[src/rtl/alu_muldiv_control_pkg.sv]
// Shared encodings for the execute-stage ALU control decoder and the
// iterative multiply/divide sequencer.
package alu_muldiv_control_pkg;

    localparam logic [3:0] ALU_AND  = 4'b0000;
    localparam logic [3:0] ALU_OR   = 4'b0001;
    localparam logic [3:0] ALU_ADD  = 4'b0010;
    localparam logic [3:0] ALU_XOR  = 4'b0011;
    localparam logic [3:0] ALU_SLL  = 4'b0100;
    localparam logic [3:0] ALU_SRL  = 4'b0101;
    localparam logic [3:0] ALU_SUB  = 4'b0110;
    localparam logic [3:0] ALU_SRA  = 4'b0111;
    localparam logic [3:0] ALU_SLT  = 4'b1000;
    localparam logic [3:0] ALU_SLTU = 4'b1001;

    localparam logic [1:0] ALUOP_MEM   = 2'b00;
    localparam logic [1:0] ALUOP_BR    = 2'b01;
    localparam logic [1:0] ALUOP_RTYPE = 2'b10;
    localparam logic [1:0] ALUOP_ITYPE = 2'b11;

    localparam logic [6:0] FUNCT7_BASE   = 7'b0000000;
    localparam logic [6:0] FUNCT7_ALT    = 7'b0100000;
    localparam logic [6:0] FUNCT7_MULDIV = 7'b0000001;

    localparam logic [2:0] F3_MUL    = 3'b000;
    localparam logic [2:0] F3_MULH   = 3'b001;
    localparam logic [2:0] F3_MULHSU = 3'b010;
    localparam logic [2:0] F3_MULHU  = 3'b011;
    localparam logic [2:0] F3_DIV    = 3'b100;
    localparam logic [2:0] F3_DIVU   = 3'b101;
    localparam logic [2:0] F3_REM    = 3'b110;
    localparam logic [2:0] F3_REMU   = 3'b111;

    typedef enum logic [1:0] {
        ST_IDLE = 2'b00,
        ST_BUSY = 2'b01,
        ST_DONE = 2'b10
    } md_state_t;

    // funct7[5] only selects SUB for register-register ops; immediates always add.
    function automatic logic [3:0] alu_func_code(input logic [2:0] f3,
                                                 input logic       alt,
                                                 input logic       is_rtype);
        case (f3)
            3'b000:  alu_func_code = (alt && is_rtype) ? ALU_SUB : ALU_ADD;
            3'b001:  alu_func_code = ALU_SLL;
            3'b010:  alu_func_code = ALU_SLT;
            3'b011:  alu_func_code = ALU_SLTU;
            3'b100:  alu_func_code = ALU_XOR;
            3'b101:  alu_func_code = alt ? ALU_SRA : ALU_SRL;
            3'b110:  alu_func_code = ALU_OR;
            default: alu_func_code = ALU_AND;
        endcase
    endfunction

endpackage

[src/rtl/alu_muldiv_control_muldiv_iter.sv]
// Radix-2 multiply/divide datapath: magnitude accumulator stepped by the
// sequencer, with sign fix-up folded into the final step.
import alu_muldiv_control_pkg::*;

module alu_muldiv_control_muldiv_iter #(
    parameter int XLEN = 64
) (
    input  logic            clk,
    input  logic            rst_n,
    input  logic            i_start,
    input  logic            i_step,
    input  logic            i_finish,
    input  logic [2:0]      i_funct3,
    input  logic [XLEN-1:0] i_op_a,
    input  logic [XLEN-1:0] i_op_b,
    output logic            o_special,
    output logic [XLEN-1:0] o_result
);

    localparam logic [XLEN-1:0] MOST_NEG = {1'b1, {(XLEN-1){1'b0}}};

    logic [2*XLEN-1:0] r_acc;
    logic [XLEN-1:0]   r_mag_b;
    logic              r_is_div;
    logic              r_sel_upper;
    logic              r_neg;
    logic [XLEN-1:0]   r_result;

    logic            w_is_div, w_a_signed, w_b_signed, w_sa, w_sb;
    logic [XLEN-1:0] w_mag_a, w_mag_b, w_special_result;

    assign w_is_div   = i_funct3[2];
    assign w_a_signed = w_is_div ? !i_funct3[0] : (i_funct3 == F3_MULH || i_funct3 == F3_MULHSU);
    assign w_b_signed = w_is_div ? !i_funct3[0] : (i_funct3 == F3_MULH);
    assign w_sa       = w_a_signed && i_op_a[XLEN-1];
    assign w_sb       = w_b_signed && i_op_b[XLEN-1];
    assign w_mag_a    = w_sa ? -i_op_a : i_op_a;
    assign w_mag_b    = w_sb ? -i_op_b : i_op_b;

    // Divide-by-zero and signed overflow bypass the iteration entirely.
    assign o_special = w_is_div && ((i_op_b == '0) ||
                       (!i_funct3[0] && i_op_a == MOST_NEG && i_op_b == '1));
    assign w_special_result = (i_op_b == '0) ? (i_funct3[1] ? i_op_a : '1)
                                             : (i_funct3[1] ? '0 : i_op_a);

    // Multiply: conditional add into the upper half, then shift right.
    logic [XLEN:0]     w_mul_sum;
    logic [2*XLEN-1:0] w_mul_next;
    assign w_mul_sum  = {1'b0, r_acc[2*XLEN-1:XLEN]} +
                        (r_acc[0] ? {1'b0, r_mag_b} : {(XLEN+1){1'b0}});
    assign w_mul_next = {w_mul_sum, r_acc[XLEN-1:1]};

    // Divide: {remainder, quotient} shifted left, trial subtract restores on borrow.
    logic [XLEN:0]     w_rem_sh, w_diff;
    logic              w_qbit;
    logic [2*XLEN-1:0] w_div_next;
    assign w_rem_sh   = r_acc[2*XLEN-1:XLEN-1];
    assign w_diff     = w_rem_sh - {1'b0, r_mag_b};
    assign w_qbit     = !w_diff[XLEN];
    assign w_div_next = {(w_qbit ? w_diff[XLEN-1:0] : w_rem_sh[XLEN-1:0]),
                         r_acc[XLEN-2:0], w_qbit};

    logic [2*XLEN-1:0] w_acc_next, w_prod_fix;
    logic [XLEN-1:0]   w_div_part, w_final;
    assign w_acc_next = r_is_div ? w_div_next : w_mul_next;
    assign w_prod_fix = r_neg ? -w_mul_next : w_mul_next;
    assign w_div_part = r_sel_upper ? w_div_next[2*XLEN-1:XLEN] : w_div_next[XLEN-1:0];
    assign w_final    = r_is_div ? (r_neg ? -w_div_part : w_div_part)
                                 : (r_sel_upper ? w_prod_fix[2*XLEN-1:XLEN] : w_prod_fix[XLEN-1:0]);

    always_ff @(posedge clk) begin
        if (!rst_n) begin
            r_acc       <= '0;
            r_mag_b     <= '0;
            r_is_div    <= 1'b0;
            r_sel_upper <= 1'b0;
            r_neg       <= 1'b0;
            r_result    <= '0;
        end else if (i_start) begin
            r_acc       <= {{XLEN{1'b0}}, w_mag_a};
            r_mag_b     <= w_mag_b;
            r_is_div    <= w_is_div;
            r_sel_upper <= w_is_div ? i_funct3[1] : (i_funct3 != F3_MUL);
            r_neg       <= (w_is_div && i_funct3[1]) ? w_sa : (w_sa ^ w_sb);
            if (o_special) begin
                r_result <= w_special_result;
            end
        end else if (i_step || i_finish) begin
            r_acc <= w_acc_next;
            if (i_finish) begin
                r_result <= w_final;
            end
        end
    end

    assign o_result = r_result;

endmodule

[src/rtl/alu_muldiv_control.sv]
// Execute-stage ALU control decoder plus the handshake FSM that sequences
// the iterative M-extension multiply/divide unit.
import alu_muldiv_control_pkg::*;

module alu_muldiv_control #(
    parameter int XLEN     = 64,
    parameter bit ENABLE_M = 1'b1
) (
    input  logic            clk,
    input  logic            rst_n,
    input  logic [1:0]      alu_op,
    input  logic [6:0]      funct7,
    input  logic [2:0]      funct3,
    input  logic            in_valid,
    output logic            in_ready,
    input  logic [XLEN-1:0] op_a,
    input  logic [XLEN-1:0] op_b,
    input  logic            flush,
    output logic [3:0]      alu_control_signal,
    output logic            illegal,
    output logic            stall,
    output logic            out_valid,
    input  logic            out_ready,
    output logic [XLEN-1:0] md_result
);

    localparam int CW = $clog2(XLEN + 1);

    logic [3:0] w_alu_code;
    logic       w_illegal, w_f7_std, w_m_op;

    assign w_f7_std = (funct7 == FUNCT7_BASE) || (funct7 == FUNCT7_ALT);
    assign w_m_op   = ENABLE_M && (alu_op == ALUOP_RTYPE) && (funct7 == FUNCT7_MULDIV);

    always_comb begin
        w_alu_code = ALU_ADD;
        w_illegal  = 1'b0;
        case (alu_op)
            ALUOP_MEM: w_alu_code = ALU_ADD;
            ALUOP_BR:  w_alu_code = ALU_SUB;
            ALUOP_RTYPE: begin
                if (w_f7_std) begin
                    w_alu_code = alu_func_code(funct3, funct7[5], 1'b1);
                end else if (funct7 == FUNCT7_MULDIV) begin
                    w_illegal = !ENABLE_M;
                end else begin
                    w_illegal = 1'b1;
                end
            end
            default: w_alu_code = alu_func_code(funct3, funct7[5], 1'b0);
        endcase
    end

    assign alu_control_signal = w_alu_code;
    assign illegal            = w_illegal;

    md_state_t     r_state;
    logic [CW-1:0] r_cnt;
    logic          r_in_ready, r_out_valid;
    logic          w_start, w_step, w_finish, w_special;

    assign w_start  = !flush && (r_state == ST_IDLE) && in_valid && w_m_op;
    assign w_step   = !flush && (r_state == ST_BUSY) && (r_cnt != CW'(1));
    assign w_finish = !flush && (r_state == ST_BUSY) && (r_cnt == CW'(1));

    // flush outranks both the DONE handshake and a fresh accept.
    always_ff @(posedge clk) begin
        if (!rst_n || flush) begin
            r_state     <= ST_IDLE;
            r_cnt       <= '0;
            r_in_ready  <= 1'b1;
            r_out_valid <= 1'b0;
        end else begin
            case (r_state)
                ST_IDLE: begin
                    if (w_start) begin
                        r_in_ready <= 1'b0;
                        if (w_special) begin
                            r_state     <= ST_DONE;
                            r_out_valid <= 1'b1;
                        end else begin
                            r_state <= ST_BUSY;
                            r_cnt   <= CW'(XLEN);
                        end
                    end
                end
                ST_BUSY: begin
                    r_cnt <= r_cnt - CW'(1);
                    if (r_cnt == CW'(1)) begin
                        r_state     <= ST_DONE;
                        r_out_valid <= 1'b1;
                    end
                end
                default: begin
                    if (out_ready) begin
                        r_state     <= ST_IDLE;
                        r_in_ready  <= 1'b1;
                        r_out_valid <= 1'b0;
                    end
                end
            endcase
        end
    end

    assign in_ready  = r_in_ready;
    assign out_valid = r_out_valid;
    assign stall     = ((r_state != ST_IDLE) && !((r_state == ST_DONE) && out_ready)) ||
                       ((r_state == ST_IDLE) && in_valid && w_m_op);

    alu_muldiv_control_muldiv_iter #(.XLEN(XLEN)) u_muldiv (
        .clk       (clk),
        .rst_n     (rst_n),
        .i_start   (w_start),
        .i_step    (w_step),
        .i_finish  (w_finish),
        .i_funct3  (funct3),
        .i_op_a    (op_a),
        .i_op_b    (op_b),
        .o_special (w_special),
        .o_result  (md_result)
    );

endmodule

[config.mk]
export PLATFORM = sky130hd
export DESIGN_NAME = alu_muldiv_control
export DESIGN_NICKNAME = d
export VERILOG_FILES = /design/src/rtl/alu_muldiv_control_pkg.sv /design/src/rtl/alu_muldiv_control_muldiv_iter.sv /design/src/rtl/alu_muldiv_control.sv
export SDC_FILE = /design/constraint.sdc
export NUM_CORES = 2
export LEC_CHECK = 0
export ABC_AREA = 0
export CORE_MARGIN = 4
export CORE_UTILIZATION = 62
export CTS_BUF_LIST = sky130_fd_sc_hd__clkbuf_16
export DETAILED_ROUTE_END_ITERATION = 10
export HOLD_SLACK_MARGIN = 0.15
export PLACE_DENSITY = 0.83
export SYNTH_ARGS = -nofsm -noshare
export SYNTH_HDL_FRONTEND = slang
export SYNTH_SLANG_ARGS = --single-unit
[constraint.sdc]
create_clock -name clk -period 11.7 [get_ports clk]
set_input_delay 1.17 -clock clk [delete_from_list [all_inputs] [get_ports clk]]
set_output_delay 1.17 -clock clk [all_outputs]
set_load 0.03 [all_outputs]
==> flow_summary.ini <==
[power]
leakage_nw = 13.13
ir_drop_mv = 0.1077
pwr_density_cell_nw_per_um2 = 65.49

[floorplanning]
die-area_sq_um = 55300
num_rows = 82
die_x_um = 235.2
fp.dieH_um = 235.2
start_util_pct = 63.25
coreArea_sq_um = 50580
io_pins = 217

[clocking]
clock_latency_ns = 0.58
cts_tree = built
cts_sinks = 270
cts_hold_buf = 0
clock_path_buffers = 3
cts_buffers = 35
cts_max_level = 2
cts_resized = 0
post-cts-setup-buffers = 0
cts-root-buf = clkbuf_16
clk_pin_slew_ns = 0.05

[sta]
rsz0062_at_grt = false
worst_pin_slew_ns = 1.314
fin_crit_ns = 6.807
finalClockSkew_ns = 0.02491
slew_violations = 0
fin_setup_tns_ns = 0
hold_viol = 0
maxSlewHeadroom_pct = 12.06
fmax_mhz = 146.9
final-setup-viol-count = 0
final.period_utilization_pct = 58.18

[status]
outcome = completed

[global_routing]
grt_pass1_vias = 34640
grt_pass1_wl_um = 201700
overflow = 0
grt_use_total_pct = 45.38
antenna_found_initial = 6
grt_max_degree = 147

[detailed_routing]
drc = 0
via_per_inst = 7.177
wirelength_um = 134400
routedWlPerCell_um = 25.12
vias = 38389
first_pass_iters = 6
first_iter_violations = 5544
detail-route-antenna-nets = 0

[worst_setup_path]
critPathArrivalTime_ns = 7.27
crit_chain = ha_1, a21oi_1, o21ai_0, a21oi_1, o221ai_1, nor3_1, a211o_2, buf_4, mux2i_1, o32ai_1, nor4_2, and4_1, nand3_1, o41ai_1, xnor2_1, nor2_1, o32ai_1
crit_path_end = u_muldiv.o_result[63]
cp_num_cells = 17
end_kind = flop
r2r-end = u_muldiv.o_result[63]
r2r_start = u_muldiv.r_acc[118]
critPathKind = flop to flop
rrSetupSlack_ns = 4.89
start_kind = flop
worstPathMaxFanout = 53
reg2regPathDepth = 17
required_ns = 12.16
critPathSlowestCell = a211o_2
slowest_delay_ns = 0.72
path_buf_inv = 1
crit_start = u_muldiv.r_acc[118]
cp_top_family = compound AO/OA/AOI/OAI gates

[finish]
final_util_pct = 69.49
syn2layout_area_growth_pct = 9.864
final_nets = 4933
final_layout_size_suffix_gt1_share_pct = 3.958

[synth]
synth_area_sq_um = 31990
ys_seq_area_share_pct = 16.90
synth-edff-count = 0
syn-num-nets = 4995
yosys_warnings = 0
synth_top_flop_cell = dfxtp_1
syn_avg_cell_area_sq_um = 6.788
async_flop_share_pct = 0
synth_cells = 4713
yosys_register_bits = 270
synth_cell_type_count = 102

[placed_design]
gp_congestion = 1.086
dp.final_hpwl_um = 102600
portBuffers = 216

[hold_path]
hp-class = flop to flop

[run]
cap_violations = 0
[where the power goes]
part	switching [mW]	internal, mW	leakage, nW
Sequential	0.000659	0.919	2.18
Clock	0.473	0.640	0.561
Combinational	0.164	0.105	10.4
[layout make-up]
type | instances | area, sq um
antenna | 3 | 7.507
clock buffer | 37 | 925.9
tap | 672 | 840.8
multi-input combinational | 3941 | 24680
inverter | 134 | 505.5
timing repair buffer | 269 | 2565
clock inverter | 23 | 209.0
fill | 4494 | 15430
sequential | 270 | 5416
[synthesized netlist by cell type, types with 31 or more instances]
cell	count	share of area, %
mux2i_1	109	3.4
buf_1	31	0.36
nor3_1	131	2.0
inv_1	133	1.6
xnor2_1	217	5.9
nor4_1	60	1.2
nand3_1	102	1.6
ha_1	135	5.3
clkbuf_1	297	3.5
a31oi_1	41	0.80
a21o_1	62	1.5
xor2_1	140	3.8
buf_2	33	0.52
nor2_1	525	6.2
dfxtp_1	270	17
o31ai_1	71	1.7
o21ai_0	327	5.1
and2_1	89	1.7
o211ai_1	82	1.9
or3_1	60	1.2
and3_1	33	0.65
a21oi_1	458	7.2
nand2_1	480	5.6
a211oi_1	217	5.1
nand2b_1	36	0.70
nand4_1	96	1.9
[cell families after synthesis]
| family | after synthesis | share of synthesized area (%) |
|---|---|---|
| compound gates | 1583 | 32.00 |
| xor+xnor | 357 | 9.774 |
| fa+ha+maj | 138 | 5.436 |
| buf+inv | 502 | 6.101 |
| flops | 270 | 16.90 |
| mux | 118 | 3.727 |
| simple gates | 1745 | 26.07 |
[layout by cell type (no fill, tap or decap), types with 25 or more instances in the layout]
| cell type | instances |
|---|---|
| and2_1 | 89 |
| xor2_1 | 140 |
| nand2_1 | 478 |
| a21o_1 | 62 |
| or3_1 | 59 |
| nand3_1 | 102 |
| a211oi_1 | 217 |
| a21oi_1 | 458 |
| nand2b_1 | 36 |
| clkbuf_16 | 37 |
| nor2_1 | 524 |
| o21bai_1 | 28 |
| or4_1 | 28 |
| nor3_1 | 130 |
| ha_1 | 135 |
| mux2i_1 | 109 |
| o41ai_1 | 30 |
| inv_1 | 137 |
| o21a_1 | 29 |
| and3_1 | 33 |
| o21ai_0 | 327 |
| nand4_1 | 96 |
| buf_4 | 51 |
| dfxtp_1 | 267 |
| xnor2_1 | 217 |
| o211ai_1 | 82 |
| a311oi_1 | 25 |
| clkdlybuf4s50_1 | 215 |
| nor4_1 | 59 |
| a31oi_1 | 41 |
| o31ai_1 | 71 |
[flip-flops by register name (all words and copies together), names as in the netlist]
name                  count
u_muldiv.r_sel_upper      1
u_muldiv.r_neg            1
r_state                   2
r_cnt                     7
u_muldiv.r_mag_b         64
out_valid                 1
u_muldiv.o_result        64
in_ready                  1
u_muldiv.r_is_div         1
u_muldiv.r_acc          128
[tightest hold or removal path, cell delays in order, from the launching register on]
cell and delay (ns):
dfxtp_1 0.31, nand2_1 0.06, a21oi_1 0.05
[how the worst min path moves through the flow]
stage,cells past startpoint,end,startpoint
after floorplan,2,u_muldiv.r_mag_b[29],u_muldiv.r_mag_b[29]
after global placement,2,u_muldiv.r_mag_b[60],u_muldiv.r_mag_b[60]
after detailed placement,2,u_muldiv.r_mag_b[60],u_muldiv.r_mag_b[60]
after CTS,2,u_muldiv.r_mag_b[60],u_muldiv.r_mag_b[60]
after global routing,2,u_muldiv.r_mag_b[50],u_muldiv.r_mag_b[50]
final,2,u_muldiv.r_mag_b[50],u_muldiv.r_mag_b[50]
[stage by stage]
stage / power (mW) / worst slack (ns) / hold WS, ns / instances / cell area [sq um]
global placement: 1.195 / 5.131 / 0.4517 / 5285 / 33990
finish: 2.302 / 4.893 / 0.4758 / 5349 / 35150
detailed placement: 1.197 / 4.972 / 0.4652 / 5286 / 34000
global route: 2.348 / 4.477 / 0.5054 / 5346 / 35140
floorplan: 1.071 / 6.250 / 0.4403 / 4713 / 31990
CTS: 2.283 / 5.237 / 0.4719 / 5346 / 35130
[per-layer routing]
metal / wire, um / part of all wire (%) / vias to the layer above / GRT usage (%)
li1: - / - / 17244 / -
met1: 49450 / 37 / 17676 / 55.88
met2: 57510 / 43 / 2766 / 70.60
met3: 15550 / 12 / 699 / 10.43
met4: 11860 / 8.8 / 4 / 30.86
met5: 20 / 0.015 / - / 0
Power figures use the tool's default switching activity.
